==> config.mk <==
export PLATFORM = sky130hd
export DESIGN_NAME = gray_codec_pipe
export DESIGN_NICKNAME = d
export VERILOG_FILES = /design/src/rtl/gray_pkg.sv /design/src/rtl/gray_codec_stage.sv /design/src/rtl/gray_codec_pipe.sv
export SDC_FILE = /design/constraint.sdc
export NUM_CORES = 1
export LEC_CHECK = 0
export CAP_MARGIN = 20
export CORE_AREA = 3 3 40 42
export DETAILED_ROUTE_END_ITERATION = 7
export DIE_AREA = 0 0 43 45
export GPL_TIMING_DRIVEN = 0
export HOLD_SLACK_MARGIN = 0.12
export PLACE_DENSITY = 0.76
export SYNTH_ARGS = -nofsm -noshare
export SYNTH_HDL_FRONTEND = slang
export SYNTH_SLANG_ARGS = --single-unit
==> constraint.sdc <==
create_clock -name clk -period 1.8 [get_ports clk]
set_input_delay 0.45 -clock clk [delete_from_list [all_inputs] [get_ports clk]]
set_output_delay 0.45 -clock clk [all_outputs]
set_load 0.02 [all_outputs]
==> src/rtl/gray_pkg.sv <==
// Shared mode encodings and sizing helpers for the Gray/binary codec pipeline.
package gray_pkg;

    localparam logic MODE_G2B = 1'b0;
    localparam logic MODE_B2G = 1'b1;

    localparam int unsigned MAX_WIDTH = 64;

    // Bits of the Gray->binary chain resolved per stage.
    function automatic int unsigned chunk_f(input int unsigned width, input int unsigned stages);
        return (width + stages - 1) / stages;
    endfunction

    // Hamming distance between two words, used by the optional step checker.
    function automatic int unsigned popcount_xor(input logic [MAX_WIDTH-1:0] a,
                                                 input logic [MAX_WIDTH-1:0] b);
        logic [MAX_WIDTH-1:0] x;
        int unsigned n;
        x = a ^ b;
        n = 0;
        for (int i = 0; i < int'(MAX_WIDTH); i++) begin
            n = n + 32'(x[i]);
        end
        return n;
    endfunction

endpackage

==> src/rtl/gray_codec_stage.sv <==
// One pipeline register stage: resolves Gray bits HI..LO (or encodes binary in the
// first stage) and holds valid/mode/data/carry/err with a local load handshake.
module gray_codec_stage
    import gray_pkg::*;
#(
    parameter int unsigned WIDTH = 4,
    parameter int          HI    = 3,
    parameter int          LO    = 0,
    parameter bit          FIRST = 1'b1
) (
    input  logic             clk,
    input  logic             rst,
    input  logic             up_valid,
    input  logic             up_mode,
    input  logic [WIDTH-1:0] up_data,
    input  logic             up_carry,
    input  logic             up_err,
    input  logic             down_ready,
    output logic             valid,
    output logic             mode,
    output logic [WIDTH-1:0] data,
    output logic             carry,
    output logic             err
);

    localparam bit               ACTIVE = (HI >= LO);
    localparam logic [WIDTH-1:0] ONES   = '1;
    localparam logic [WIDTH-1:0] MASK   = ACTIVE ? ((ONES >> (int'(WIDTH) - 1 - HI)) & (ONES << LO))
                                                 : '0;
    localparam logic [WIDTH-1:0] LO_BIT = WIDTH'(1) << LO;

    logic             load;
    logic [WIDTH-1:0] suffix;
    logic [WIDTH-1:0] nxt_data;
    logic             nxt_carry;

    assign load = !valid || down_ready;

    // Suffix XOR over the masked slice gives each bit's XOR from HI down, then the carry folds in.
    always_comb begin
        suffix    = up_data & MASK;
        nxt_data  = up_data;
        nxt_carry = up_carry;
        for (int sh = 1; sh < int'(WIDTH); sh = sh * 2) begin
            suffix = suffix ^ (suffix >> sh);
        end
        if (up_mode == MODE_B2G) begin
            if (FIRST) begin
                nxt_data = up_data ^ (up_data >> 1);
            end
        end else if (ACTIVE) begin
            nxt_data  = (up_data & ~MASK) | ((suffix ^ {WIDTH{up_carry}}) & MASK);
            nxt_carry = |(nxt_data & LO_BIT);
        end
    end

    always_ff @(posedge clk) begin
        if (rst) begin
            valid <= 1'b0;
            mode  <= 1'b0;
            data  <= '0;
            carry <= 1'b0;
            err   <= 1'b0;
        end else if (load) begin
            valid <= up_valid;
            if (up_valid) begin
                mode  <= up_mode;
                data  <= nxt_data;
                carry <= nxt_carry;
                err   <= up_err;
            end
        end
    end

endmodule

==> src/rtl/gray_codec_pipe.sv <==
// Pipelined Gray<->binary converter with valid/ready on both sides.
// Define GRAY_STEP_CHECK_EN to flag Gray inputs whose Hamming step from the previous one is not 1.
module gray_codec_pipe
    import gray_pkg::*;
#(
    parameter int unsigned WIDTH  = 4,
    parameter int unsigned STAGES = 2
) (
    input  logic             clk,
    input  logic             rst,
    input  logic             in_valid,
    output logic             in_ready,
    input  logic [WIDTH-1:0] in_data,
    input  logic             in_mode,
    output logic             out_valid,
    input  logic             out_ready,
    output logic [WIDTH-1:0] out_data,
    output logic             out_mode,
    output logic             step_err
);

    localparam int unsigned CHUNK = chunk_f(WIDTH, STAGES);

    // Index 0 is the input side; index s+1 is the output of stage s.
    logic [STAGES:0]  v;
    logic [STAGES:0]  m;
    logic [STAGES:0]  c;
    logic [STAGES:0]  e;
    logic [STAGES:0]  rdy;
    logic [WIDTH-1:0] d [STAGES+1];
    logic             carry_unused;

    assign v[0] = in_valid;
    assign m[0] = in_mode;
    assign d[0] = in_data;
    assign c[0] = 1'b0;

    // A stage can load when it, or any stage downstream of it, has room or the sink drains.
    always_comb begin
        rdy         = '0;
        rdy[STAGES] = out_ready;
        for (int k = int'(STAGES) - 1; k >= 0; k--) begin
            rdy[k] = !v[k+1] || rdy[k+1];
        end
    end

    assign in_ready = !rst && rdy[0];

    for (genvar s = 0; s < int'(STAGES); s++) begin : g_stage
        localparam int HI_I   = int'(WIDTH) - 1 - s * int'(CHUNK);
        localparam int LO_RAW = int'(WIDTH) - (s + 1) * int'(CHUNK);
        localparam int LO_I   = (LO_RAW > 0) ? LO_RAW : 0;

        gray_codec_stage #(
            .WIDTH (WIDTH),
            .HI    (HI_I),
            .LO    (LO_I),
            .FIRST (s == 0)
        ) u_stage (
            .clk        (clk),
            .rst        (rst),
            .up_valid   (v[s]),
            .up_mode    (m[s]),
            .up_data    (d[s]),
            .up_carry   (c[s]),
            .up_err     (e[s]),
            .down_ready (rdy[s+1]),
            .valid      (v[s+1]),
            .mode       (m[s+1]),
            .data       (d[s+1]),
            .carry      (c[s+1]),
            .err        (e[s+1])
        );
    end

`ifdef GRAY_STEP_CHECK_EN
    logic [WIDTH-1:0] last_word;
    logic             seen;
    logic             in_fire;

    assign in_fire = in_valid && in_ready;

    // History tracks only Gray-mode beats; binary beats pass untouched.
    always_ff @(posedge clk) begin
        if (rst) begin
            last_word <= '0;
            seen      <= 1'b0;
        end else if (in_fire && (in_mode == MODE_G2B)) begin
            last_word <= in_data;
            seen      <= 1'b1;
        end
    end

    assign e[0] = seen && (in_mode == MODE_G2B) &&
                  (popcount_xor(64'(in_data), 64'(last_word)) != 1);
`else
    assign e[0] = 1'b0;
`endif

    assign out_valid    = v[STAGES];
    assign out_mode     = m[STAGES];
    assign out_data     = d[STAGES];
    assign step_err     = e[STAGES];
    assign carry_unused = c[STAGES];

endmodule

**After elaboration in Yosys (flattened, before gate mapping)**

Cells that the tools add are included.

- Output and inout port bits: 8
- Bits in registers: 13
- Word-level logic and storage cells: 26
- Input port bits: 9

- Reduce and logical (&&, ||, !) cells: 8
- Bitwise gates (word level): 8
- Muxes and demuxes: 3

Operator list:

| operator | count |
|---|---|
| $mux 4 | 2 |
| $xor 4x3->4 | 2 |
| $or 2x4->4 | 1 |
| $or 4x2->4 | 1 |
| $reduce_and 2->1 | 2 |
| $xor 4x2->4 | 1 |
| $logic_not 1->1 | 3 |
| $logic_or 1x1->1 | 2 |
| $xor 2x1->2 | 1 |
| $xor 2x2->2 | 1 |
| $xor 2x2->2 const B | 1 |
| $logic_and 1x1->1 | 1 |
| $mux 1 | 1 |

**Longest topological paths before layout**

- Depth in word-level cells: 5
- Gate-level depth with buffers: 4

**Modules after synthesis**

From an unflattened synthesis, not the netlist that was laid out.

- Cell total of the unflattened synthesis: 84
- Area, all modules: 729.4 sq um

Modules (own cells, without submodules):

| module | cells each | area each (sq um) | sequential area each (sq um) | times used |
|---|---|---|---|---|
| gray_codec_stage at g_stage[0].u_stage | 38 | 360.3 | 160.2 | 1 |
| gray_codec_stage at g_stage[1].u_stage | 42 | 351.6 | 160.2 | 1 |
| gray_codec_pipe | 4 | 17.5 | 0.0 | 1 |

**Worst setup path after synthesis**

Ideal clock, no wire load.

- Path type: input-to-output
- Start: input rst
- End: output in_ready
- Stages: 2
- Slack: 410 ps
- Arrival: 940 ps
- Buffers on the path: 1
- Cell sequence: clkbuf_1 nor2_1

- Word-level cells in the longest chain between the ends: 2

Ends and longest elaborated chain:

| item | line | RTL |
|---|---|---|
| start: declaration | gray_codec_pipe.sv:10 | `input logic rst,` |
| $logic_not 1->1 | gray_codec_pipe.sv:47 | `assign in_ready = !rst && rdy[0];` |
| $logic_and 1x1->1 | gray_codec_pipe.sv:47 |  |
| end: declaration | gray_codec_pipe.sv:12 | `output logic in_ready,` |

Every way passes these cells.

**Final worst setup path**

- Start: register g_stage[1].u_stage.data[1]
- End: output out_data[1]

RTL lines:

| item | line | RTL |
|---|---|---|
| start: declaration | gray_codec_stage.sv:21 | `output logic [WIDTH-1:0] data,` |
| start signal: assignment | gray_codec_stage.sv:68 | `data <= nxt_data;` |
| end: declaration | gray_codec_pipe.sv:17 | `output logic [WIDTH-1:0] out_data,` |

No word-level cell between the ends.

==> metrics <==
status=completed; DR pass1 iterations=4; end-of-flow core utilization=61.6%; pre-CTS setup slack=-675 ps; synth top area cells=dfxtp_1, a21oi_1, buf_4; total power=0.599 mW; Max-Cap Viols=0; Skew-Pair Late Insertion Delay=280 ps; P_leak=0.353 nW; final hold slack=478 ps; Root Driver=clkbuf_4; antenna violations before repair=0; Synth Net Count=80; period utilization=96.8%; RSZ-0062 raised after global routing=false; clk sink count=13; sequential share of the synthesized area=43.4%; global route total overflow=0; switching share of power=25.7%; global-route wire length before repair=1.88 mm; Worst EP required=1350 ps; I/O pin cnt=17; power per standard cell area=756 mW/mm^2; Hold Path Class=reg -> reg; Remaining DRCs=0; vias in the first global route=481; Die X=43 um; Synth area leader=dfxtp_1; gate count of the mapped netlist=71; P_int=0.445 mW; die area=0.00194 mm^2; nets@finish=99; Max FO, Critical Path=2; Worst Setup Start Kind=register; RePlAce Congestion=0.756; Clock power frac=29.9%; peak supply drop=451 uV; Synth Warn #=0; Placeable Area=0.00128 mm^2; post-layout minimum cycle time=1740 ps; Routed Antenna Nets=0; most frequent cells in the layout=a21oi_1, dfxtp_1, clkdlybuf4s50_1; worst path arrival time=1290 ps; Comb power frac=17.4%; fmax=574 MHz; htree depth=1; setup TNS=0 ps; Sw Pwr=0.154 mW; n_diodes=0; CP Capture Type=output port; Die Y=45 um; layout cells sized above 1=13.5%; mapped cell area=599 um^2; starting density of the core=46.6%; Clock transition at path regs=70 ps; DP HPWL=829 um; Slew Viols, Final=0; Avg WL per Cell=10.5 um; FF+latch area=260 um^2; CTS Hold Bufs=0; Vias=525; Filler cells=126; #FFs+latches synth=13; Flop pwr share=52.7%; Final Hold Fails=0; worst clock skew=4.36 ps; TritonCTS buffer count=3; setup violators final=0; Rows=13; share of the synthesized area in the top cell type=43.4%; drt initial violations=2; gr usage total=13.5%; min setup slack post-route=58.3 ps; Yosys cell types=22; Mapped Avg Cell Area=8.44 um^2; clk buf depth=2; CTS tree=built; critical path class=reg -> out; final WL=1.10 mm; I/O Buffers=14; vias per cell=5.05; synth-to-layout area growth=32.2%; largest net degree at the start of global routing=15; Multi-input gate area=283 um^2
[path summary, 6_finish.rpt]
path	startpoint	end	slack, ps	cells past startpoint
max	g_stage[1].u_stage.data[1]	out_data[1]	60	2
min	g_stage[0].u_stage.data[2]	g_stage[1].u_stage.data[2]	480	2
max reg2reg	g_stage[0].u_stage.valid	g_stage[0].u_stage.data[1]	620	4
min reg2reg	g_stage[0].u_stage.data[2]	g_stage[1].u_stage.data[2]	480	2
[routing by layer]
| layer | global-route usage, % | wire, um | vias up |
|---|---|---|---|
| li1 | - | - | 283 |
| met5 | 0 | 0 | - |
| met3 | 3.59 | 84 | 5 |
| met1 | 14.6 | 478 | 220 |
| met2 | 22.2 | 494 | 17 |
| met4 | 10.8 | 38 | 0 |
[layout make-up]
class | instances | share of cell area (%)
Sequential cell | 13 | 32.9
Timing Repair Buffer | 15 | 19.0
Buffer | 7 | 5.85
Inverter | 2 | 0.948
Multi-Input combinational cell | 48 | 35.7
Clock buffer | 4 | 3.32
Tap cell | 15 | 2.37
[cell usage after synthesis]
library cell,count
nand2_1,2
nand2b_1,1
and3b_1,1
nor2b_1,2
xnor2_1,2
xor2_1,3
clkbuf_1,2
nand3b_1,1
nor2_1,2
dfxtp_1,13
inv_1,2
o21ai_0,7
a21oi_1,13
a211oi_1,1
nand3_1,5
buf_2,1
nor3_1,2
a311oi_1,3
conb_1,1
buf_4,5
nand4b_1,1
or3_1,1
[power by group through the flow]
stage	Sequential (mW)	Clock (mW)	Combinational (mW)
floorplan	0.322	0	0.0650
global placement	0.322	0	0.107
detailed placement	0.322	0	0.108
CTS	0.316	0.187	0.106
global route	0.318	0.201	0.116
finish	0.315	0.179	0.104
[what timing repair did]
action | 4_1_cts | 5_1_grt
endpoints found under the setup margin | 1 | 3
gates resized for setup | 8 | 3
buffers inserted | 1 | 0
[per-stage QoR]
step | cell area [um^2] | instances
after floorplan | 599 | 71
after global placement | 758 | 100
after detailed placement | 758 | 100
after CTS | 785 | 104
after global routing | 792 | 104
final | 792 | 104
[flip-flops by register name, indices dropped and copies added, names as in the netlist]
name / flops
g_stage.u_stage.carry: 1
g_stage.u_stage.valid: 2
g_stage.u_stage.data: 8
g_stage.u_stage.mode: 2
[worst max-delay path: stages, from the launching register on]
cell	delay (ps)
dfxtp_1	340
buf_4	100
clkdlybuf4s50_1	580
[cells by family after synthesis]
group / synth area share (%)
AO/OA/AOI/OAI: 22.3
other: 0.626
flip-flops: 43.4
buffers and inverters: 9.60
AND/OR/NAND/NOR: 16.7
XOR/XNOR: 7.31
Power figures use the tool's default switching activity.
